`config.mk`:
```
export PLATFORM = sky130hd
export DESIGN_NAME = alu_ctrl
export DESIGN_NICKNAME = d
export VERILOG_FILES = /design/src/rtl/alu_ctrl.sv
export SDC_FILE = /design/constraint.sdc
export NUM_CORES = 1
export LEC_CHECK = 0
export CAP_MARGIN = 20
export CORE_UTILIZATION = 45
export CTS_BUF_LIST = sky130_fd_sc_hd__clkbuf_8 sky130_fd_sc_hd__clkbuf_16
export DETAILED_ROUTE_END_ITERATION = 12
export GPL_TIMING_DRIVEN = 0
export PLACE_DENSITY = 0.71
export SKIP_CTS_REPAIR_TIMING = 1
export SYNTH_ARGS = -nofsm -noshare
export SYNTH_HDL_FRONTEND = slang
export SYNTH_SLANG_ARGS = --single-unit
export TNS_END_PERCENT = 20
```
`constraint.sdc`:
```
create_clock -name CLK -period 2.5 [get_ports CLK]
set_input_delay 0.5 -clock CLK [delete_from_list [all_inputs] [get_ports CLK]]
set_output_delay 0.5 -clock CLK [all_outputs]
set_load 0.05 [all_outputs]
```
`src/rtl/alu_ctrl.sv`:
```
// -----------------------------------------------------------------------------
// alu_ctrl
//   Execute-stage controller for the 8-bit ALU. It owns a 4-entry register
//   file and runs one instruction at a time through IDLE -> EXEC -> WB. In
//   IDLE it accepts an immediate load or an instruction, with the load taking
//   priority. It presents registered operands to the ALU during EXEC and
//   writes the ALU result back at the EXEC->WB edge. A divide by zero is
//   trapped here, so the ALU's own output for that case is never stored.
//
// Ports
//   CLK, RST        clock and synchronous active-high reset
//   INSTR_VALID/INSTR/INSTR_READY
//                   instruction handshake; INSTR = {op, srcA, srcB, dest}
//   LOAD_EN/LOAD_REG/LOAD_DATA
//                   immediate register write, honoured only in IDLE
//   OPCODE, REG_A, REG_B, DATA_A, DATA_B
//                   registered ALU inputs
//   DATA_OUT        combinational ALU result
//   RESULT_VALID    one-cycle pulse while in WB
//   RESULT, RESULT_REG, DIV0
//                   last written-back value, its destination and trap flag
//   DBG_SEL/DBG_DATA
//                   combinational register file peek
// -----------------------------------------------------------------------------
module alu_ctrl #(
  parameter int unsigned      WIDTH      = 8,
  parameter logic [WIDTH-1:0] DIV0_VALUE = 8'hFF
) (
  input  logic             CLK,
  input  logic             RST,
  input  logic             INSTR_VALID,
  input  logic [7:0]       INSTR,
  output logic             INSTR_READY,
  input  logic             LOAD_EN,
  input  logic [1:0]       LOAD_REG,
  input  logic [WIDTH-1:0] LOAD_DATA,
  output logic [1:0]       OPCODE,
  output logic [1:0]       REG_A,
  output logic [1:0]       REG_B,
  output logic [WIDTH-1:0] DATA_A,
  output logic [WIDTH-1:0] DATA_B,
  input  logic [WIDTH-1:0] DATA_OUT,
  output logic             RESULT_VALID,
  output logic [WIDTH-1:0] RESULT,
  output logic [1:0]       RESULT_REG,
  output logic             DIV0,
  input  logic [1:0]       DBG_SEL,
  output logic [WIDTH-1:0] DBG_DATA
);

  typedef enum logic [1:0] {
    S_IDLE = 2'd0,
    S_EXEC = 2'd1,
    S_WB   = 2'd2
  } state_t;

  state_t state_q, state_d;

  logic [WIDTH-1:0] rf_q [4];

  logic [1:0]       opcode_q, reg_a_q, reg_b_q, dest_q, result_reg_q;
  logic [WIDTH-1:0] data_a_q, data_b_q, result_q;
  logic             div0_q;

  logic             accept;
  logic             load_write;
  logic             in_exec;
  logic             div0_cond;
  logic [WIDTH-1:0] wb_value;

  // ---------------------------------------------------------------------------
  // FSM: state register
  // ---------------------------------------------------------------------------
  always_ff @(posedge CLK) begin
    if (RST) begin
      state_q <= S_IDLE;
    end else begin
      state_q <= state_d;
    end
  end

  // ---------------------------------------------------------------------------
  // FSM: next state
  // ---------------------------------------------------------------------------
  always_comb begin
    state_d = state_q;
    case (state_q)
      S_IDLE:  if (accept) state_d = S_EXEC;
      S_EXEC:  state_d = S_WB;
      S_WB:    state_d = S_IDLE;
      default: state_d = S_IDLE;
    endcase
  end

  // ---------------------------------------------------------------------------
  // FSM: outputs
  // ---------------------------------------------------------------------------
  always_comb begin
    INSTR_READY  = 1'b0;
    RESULT_VALID = 1'b0;
    case (state_q)
      S_IDLE:  INSTR_READY  = !LOAD_EN;  // a load steals the IDLE cycle
      S_WB:    RESULT_VALID = 1'b1;
      default: ;
    endcase
  end

  assign accept     = INSTR_VALID && INSTR_READY;
  assign load_write = (state_q == S_IDLE) && LOAD_EN;
  assign in_exec    = (state_q == S_EXEC);

  // The trap is decided from the registered operands, never from DATA_OUT.
  assign div0_cond = (opcode_q == 2'b11) && (data_b_q == '0);
  assign wb_value  = div0_cond ? DIV0_VALUE : DATA_OUT;

  // ---------------------------------------------------------------------------
  // Register file. A load happens only in IDLE and a writeback only in EXEC,
  // so the two write sources can never collide.
  // ---------------------------------------------------------------------------
  always_ff @(posedge CLK) begin
    if (RST) begin
      for (int i = 0; i < 4; i++) rf_q[i] <= '0;
    end else if (load_write) begin
      rf_q[LOAD_REG] <= LOAD_DATA;
    end else if (in_exec) begin
      rf_q[dest_q] <= wb_value;
    end
  end

  // ---------------------------------------------------------------------------
  // Operand capture on accept, result capture at EXEC->WB
  // ---------------------------------------------------------------------------
  always_ff @(posedge CLK) begin
    if (RST) begin
      opcode_q     <= '0;
      reg_a_q      <= '0;
      reg_b_q      <= '0;
      dest_q       <= '0;
      data_a_q     <= '0;
      data_b_q     <= '0;
      result_q     <= '0;
      result_reg_q <= '0;
      div0_q       <= 1'b0;
    end else begin
      if (accept) begin
        opcode_q <= INSTR[7:6];
        reg_a_q  <= INSTR[5:4];
        reg_b_q  <= INSTR[3:2];
        dest_q   <= INSTR[1:0];
        data_a_q <= rf_q[INSTR[5:4]];
        data_b_q <= rf_q[INSTR[3:2]];
      end
      if (in_exec) begin
        result_q     <= wb_value;
        result_reg_q <= dest_q;
        div0_q       <= div0_cond;
      end
    end
  end

  assign OPCODE     = opcode_q;
  assign REG_A      = reg_a_q;
  assign REG_B      = reg_b_q;
  assign DATA_A     = data_a_q;
  assign DATA_B     = data_b_q;
  assign RESULT     = result_q;
  assign RESULT_REG = result_reg_q;
  assign DIV0       = div0_q;
  assign DBG_DATA   = rf_q[DBG_SEL];

endmodule
```
==> run summary, run 1 <==
IO buf count -> 67
Max Slew Vio Count -> 0
DRT Pass-1 Iters -> 4
clk buf depth -> 2
Iter 0 DRT Violations -> 108
number of global-route vias before repair -> 2,656
Core Region -> 7370 µm²
n_diodes -> 0
fin area -> 4560 µm²
TritonCTS buffer count -> 9
drt drc -> 0
Critical Path Source Type -> input pin
Worst-Margin Slew -> 0.780 ns
EDFF count, synth -> 32
FF+latch count, synth -> 69
Post-synth top flop -> dfxtp_1
Period minus WS final -> 2.57 ns
Clock Skew -> 0.0104 ns
CP required -> 2.47 ns
first-pass GRT wire length -> 13.9 mm
synthesized instance count -> 311
final worst slack -> -0.0728 ns
crit path capture type -> flop
share of cells above drive strength 1 -> 17.0%
DIE AREA -> 8060 µm²
# clock sinks -> 69
placed cell areas -> 4260 µm²
top cell type's share of synthesized area -> 27.7%
width of the die -> 89.8 µm
synth warn -> 0
mapped cell area -> 3470 µm²
Slew HR -> 47.9%
synth-to-layout area growth -> 31.5%
CTS H-Tree Depth -> 3
final-report setup violation count -> 16
gpl congestion -> 0.821
max frequency -> 0.389 GHz
Routed WL per cell -> 17.3 µm
pin count of the biggest net entering global routing -> 14
Starting Density -> 47.1%
setup TNS -> -0.771 ns
RSZ-0062 raised after global routing -> true
Min Hold Slack -> 0.455 ns
crit path DAT -> 2.55 ns
Detail Route Antenna Nets -> 0
CTS tree -> built
max_cap viols -> 0
leak pwr -> 1.69 nW
DRT Wirelength -> 8.55 mm
top-count cell post-synth -> nand2_1
Via Count -> 2,784
via-per-instance ratio -> 5.65
Worst-path clk slew -> 0.07 ns
grt total ovfl -> 0
sequential area share after synthesis -> 49.1%
largest area contributor in the netlist -> edfxtp_1
Die Y-Extent -> 89.8 µm
Max FO, Critical Path -> 10
Root Driver -> clkbuf_8
top cells by area, synth -> edfxtp_1 28%, dfxtp_1 21%, mux4_2 16%, nand2_1 7.5%, a211oi_1 6.7%
Net Count, Synth -> 343
final hold vios -> 0
DP Wirelength -> 6.38 mm
failing checks -> negative setup slack
maximum vdd drop -> 0.253 mV
pwr/cell area -> 670 nW/µm²
syn_area_per_cell -> 11.2 µm²
Hold/Removal Path Class -> reg -> reg
top cells by count, synth -> 69 x nand2_1, 37 x dfxtp_1, 32 x edfxtp_1
GR Util All Layers -> 22.2%
synth unique cells -> 31
fin crit share -> 103%
Post-synth ARST share -> 0%
nets -> 421
Ports -> 75
initial antenna violation count -> 0
clk_lat worst skew -> 0.35 ns
outcome -> finished, violations left
Rows -> 31
Worst Path Class, Setup -> in -> reg
[report_power, final]
part	switching (mW)	internal, mW	total [mW]
combinational	0.317	0.220	0.537
clock	0.457	0.770	1.23
sequential	0.0461	1.25	1.29
[final cells by class]
cell class / instances / area, µm²
clock buffer: 9 / 124
fill: 588 / 2810
multi-input combinational: 212 / 1590
buffer: 30 / 180
clock inverter: 7 / 146
sequential: 69 / 1700
tap: 99 / 124
timing repair buffer: 67 / 696
[worst max-delay path, stage by stage]
cell             delay (ns)
clkdlybuf4s50_1        0.62
nor3b_1                0.38
o21ai_2                0.21
buf_6                  0.20
o21bai_1               0.63
[registers in the layout (all words and copies together) (netlist names)]
| name | count |
|---|---|
| DATA_B | 8 |
| rf_q | 32 |
| RESULT_REG | 2 |
| REG_B | 2 |
| DIV0 | 1 |
| OPCODE | 2 |
| DATA_A | 8 |
| REG_A | 2 |
| dest_q | 2 |
| RESULT | 8 |
| state_q | 2 |
[cell usage in the layout, fill, tap and decap left out, types with 4 or more instances in the layout]
master           count
buf_2               11
a21oi_1             26
a211oi_1            31
nand3b_1             9
clkbuf_8             9
bufinv_16            4
mux4_2              24
nand2_1             69
clkbuf_1             8
edfxtp_1            32
nor2_1              18
dlymetal6s2s_1      10
buf_6                7
a21o_1               8
nor2b_1              5
dfxtp_1             37
clkdlybuf4s50_1     57
[logic make-up after synthesis]
| logic type | count (synthesis) | share of synthesized area (%) |
|---|---|---|
| AOI/OAI and AO/OA | 73 | 14.3 |
| buffers and inverters | 30 | 5.19 |
| DFF | 69 | 49.1 |
| muxes | 24 | 15.6 |
| and+or+nand+nor | 115 | 15.9 |
[routing by layer]
metal / wire length [µm] / track usage, %
met5: 0 / 0
met4: 178 / 10.8
met3: 422 / 3.72
met2: 4180 / 34.9
met1: 3770 / 29.9
[stage by stage]
step	cells	util [%]	power (mW)	setup slack [ns]
floorplan	311	-	1.67	0.182
global placement	477	57.8	1.84	-0.346
detailed placement	477	57.8	1.85	-0.397
CTS	493	61.5	3.07	-0.244
global route	493	61.9	3.15	-0.215
finish	493	61.9	3.06	-0.0728
[worst paths after layout]
kind | startpoint | to | cells after the start | slack, ns
worst max-delay path | LOAD_EN | rf_q[0][5]$_SDFFCE_PN0P_ | 5 | -0.07
worst min-delay path | REG_B[1]$_SDFFE_PP0P_ | REG_B[1]$_SDFFE_PP0P_ | 2 | 0.45
worst max register to register | state_q[0]$_SDFFE_PP0P_ | rf_q[0][5]$_SDFFCE_PN0P_ | 6 | 0.28
worst min register to register | REG_B[1]$_SDFFE_PP0P_ | REG_B[1]$_SDFFE_PP0P_ | 2 | 0.45
Note: power is estimated with default switching activity, not from simulation.
==> run 2, diff against run 1 <==
--- a/config.mk
+++ b/config.mk
@@ -5,7 +5,6 @@
 export SDC_FILE = /design/constraint.sdc
 export NUM_CORES = 1
 export LEC_CHECK = 0
-export CAP_MARGIN = 20
 export CORE_UTILIZATION = 45
 export CTS_BUF_LIST = sky130_fd_sc_hd__clkbuf_8 sky130_fd_sc_hd__clkbuf_16
 export DETAILED_ROUTE_END_ITERATION = 12
==> results of run 2 <==
Same layout as run 1: the final DEF is identical, and so are final timing and power.
==> RTL change: new RTL, settings of run 2 <==
Put a register stage on the output `DBG_DATA`, with the module's reset. The value now appears one clock later. The other outputs are not delayed to match.
--- a/src/rtl/alu_ctrl.sv
+++ b/src/rtl/alu_ctrl.sv
@@ -167,5 +167,11 @@
   assign RESULT_REG = result_reg_q;
   assign DIV0       = div0_q;
-  assign DBG_DATA   = rf_q[DBG_SEL];
+  always_ff @(posedge CLK) begin
+    if (RST) begin
+      DBG_DATA <= '0;
+    end else begin
+      DBG_DATA <= rf_q[DBG_SEL];
+    end
+  end
 
 endmodule
Check against the original RTL: not equivalent (Yosys sat finds a counterexample within 4 cycles, from zero or initial values and one cycle with RST high).
==> RTL change against run 2 <==
  * Register-to-register slack better by 0.04 ns
  * Total power is 7.3% lower
  * Die area is 6.1% higher
  * Setup slack better by 0.16 ns
  * Area after synthesis is 6.3% higher
  * Synthesized cell count is 5.1% higher
  * Critical path depth stayed put
  * Final cell count is 3.9% higher
  * Final area is 2.7% higher
  * Wire length is 1.5% lower
  * Sequential cell count is 8 higher
  * Critical path type unchanged
  * Critical endpoint is now rf_q[3][6]
  * Largest cell class unchanged
  * Largest power group unchanged
==> RTL change: results (changes against run 2) <==
[placed_design]
io_buffers = 68  ; was 67
dp_hpwl_mm = 6.43  ; was 6.38 mm
gp_congestion = 0.852  ; was 0.821

[global_route]
grt_pass1_wl_mm = 13.8  ; was 13.9 mm
grt_max_degree = 13  ; was 14
grtUsageTotal_pct = 21.4  ; was 22.2%
grtUsageMet3_pct = 3.69  ; was 3.72%
grt_use_met1_pct = 28.3  ; was 29.9%
grt_pass1_vias = 2640  ; was 2656

[setup_path]
cp_top_family = buffers and inverters  ; was compound AO/OA/AOI/OAI gates
rrSetupSlack_ns = 0.32  ; was 0.28 ns
cpPeakStageDelay_ns = 0.60  ; was 0.63 ns
cp-endpoint = rf_q[3][6]  ; was rf_q[0][5]
reg2reg_to = rf_q[2][5]  ; was rf_q[0][5]
cp.arrival_ns = 2.44  ; was 2.55 ns
cp_slowest_cell = a211oi_2  ; was o21bai_1

[detailed_routing]
wl_met1_mm = 3.77  ; about the same
routed.top_layer = met4  ; unchanged
initialDrtViolationCount = 87  ; was 108
routed-wl-met3_um = 355  ; was 422 µm
wl_met2_mm = 4.16  ; was 4.18 mm
wl_per_cell_um = 16.4  ; was 17.3 µm
vias = 2757  ; was 2784

[final_layout]
largest_reg_flops = 32  ; unchanged
multi_input_area_share_pct = 35.2  ; was 34.8%
buffer_area_share_pct = 18.5  ; was 19.2%
nets = 438  ; was 421
buffers = 98  ; was 97
n_sequential_cell = 77  ; was 69
clk_share_pct = 3.82  ; was 5.93%
seqCellArea_mm2 = 0.00186  ; was 0.00170 mm²
fill_cells = 665  ; was 588
multiInputCombCellCount = 220  ; was 212
drive_gt1_share_pct = 16.1  ; was 17.0%

[hold_path]
whs_path_depth = 2  ; unchanged
hp-start = DATA_A[7]  ; was REG_B[1]
min_to = DATA_A[7]  ; was REG_B[1]

[timing]
worst-slew-pin-transition_ns = 0.706  ; was 0.780 ns
skew_ns = 0.00788  ; was 0.0104 ns

[synthesis]
synth.area.top_cells = edfxtp_1 (26%), dfxtp_1 (24%), mux4_2 (15%)  ; was edfxtp_1 (28%), dfxtp_1 (21%), mux4_2 (16%)
synth_nets = 359  ; was 343
synth_mux_area_share_pct = 14.7  ; was 15.6%
synth_compound_gate_area_share_pct = 13.4  ; was 14.3%

[pwr]
vdd_drop_max_v = 0.000280  ; was 0.000253 V
p_leak_nw = 1.64  ; was 1.69 nW

[run_status]
status = complete, no violations  ; was finished with violations

[RTL change: cell count changes after synthesis, moves of 2 or more]
cell and delta:
dfxtp_1 +8, clkbuf_1 +4, buf_2 -2, buf_1 -3, nor2b_1 +8
[RTL change: per-stage QoR]
| stage | std cells | setup TNS (ns) | instance area [µm²] | setup WS [ns] | hold slack, ns |
|---|---|---|---|---|---|
| 2_1_floorplan | 327 | 0 | 3690 | 0.193 | 0.446 |
| 3_3_place_gp | 497 | -8.37 | 4490 | -0.333 | 0.444 |
| 3_5_place_dp | 497 | -10.27 | 4490 | -0.460 | 0.448 |
| 4_1_cts | 512 | -1.10 | 4670 | -0.273 | 0.458 |
| 5_1_grt | 512 | 0 | 4690 | 0.00849 | 0.473 |
| 6_report | 512 | 0 | 4690 | 0.0893 | 0.455 |
[RTL change: power breakdown]
group	total, mW	switching, mW	internal (mW)
clock network	0.886	0.441	0.445
logic	0.520	0.297	0.223
registers	1.43	0.0442	1.38
total	2.83	0.782	2.05
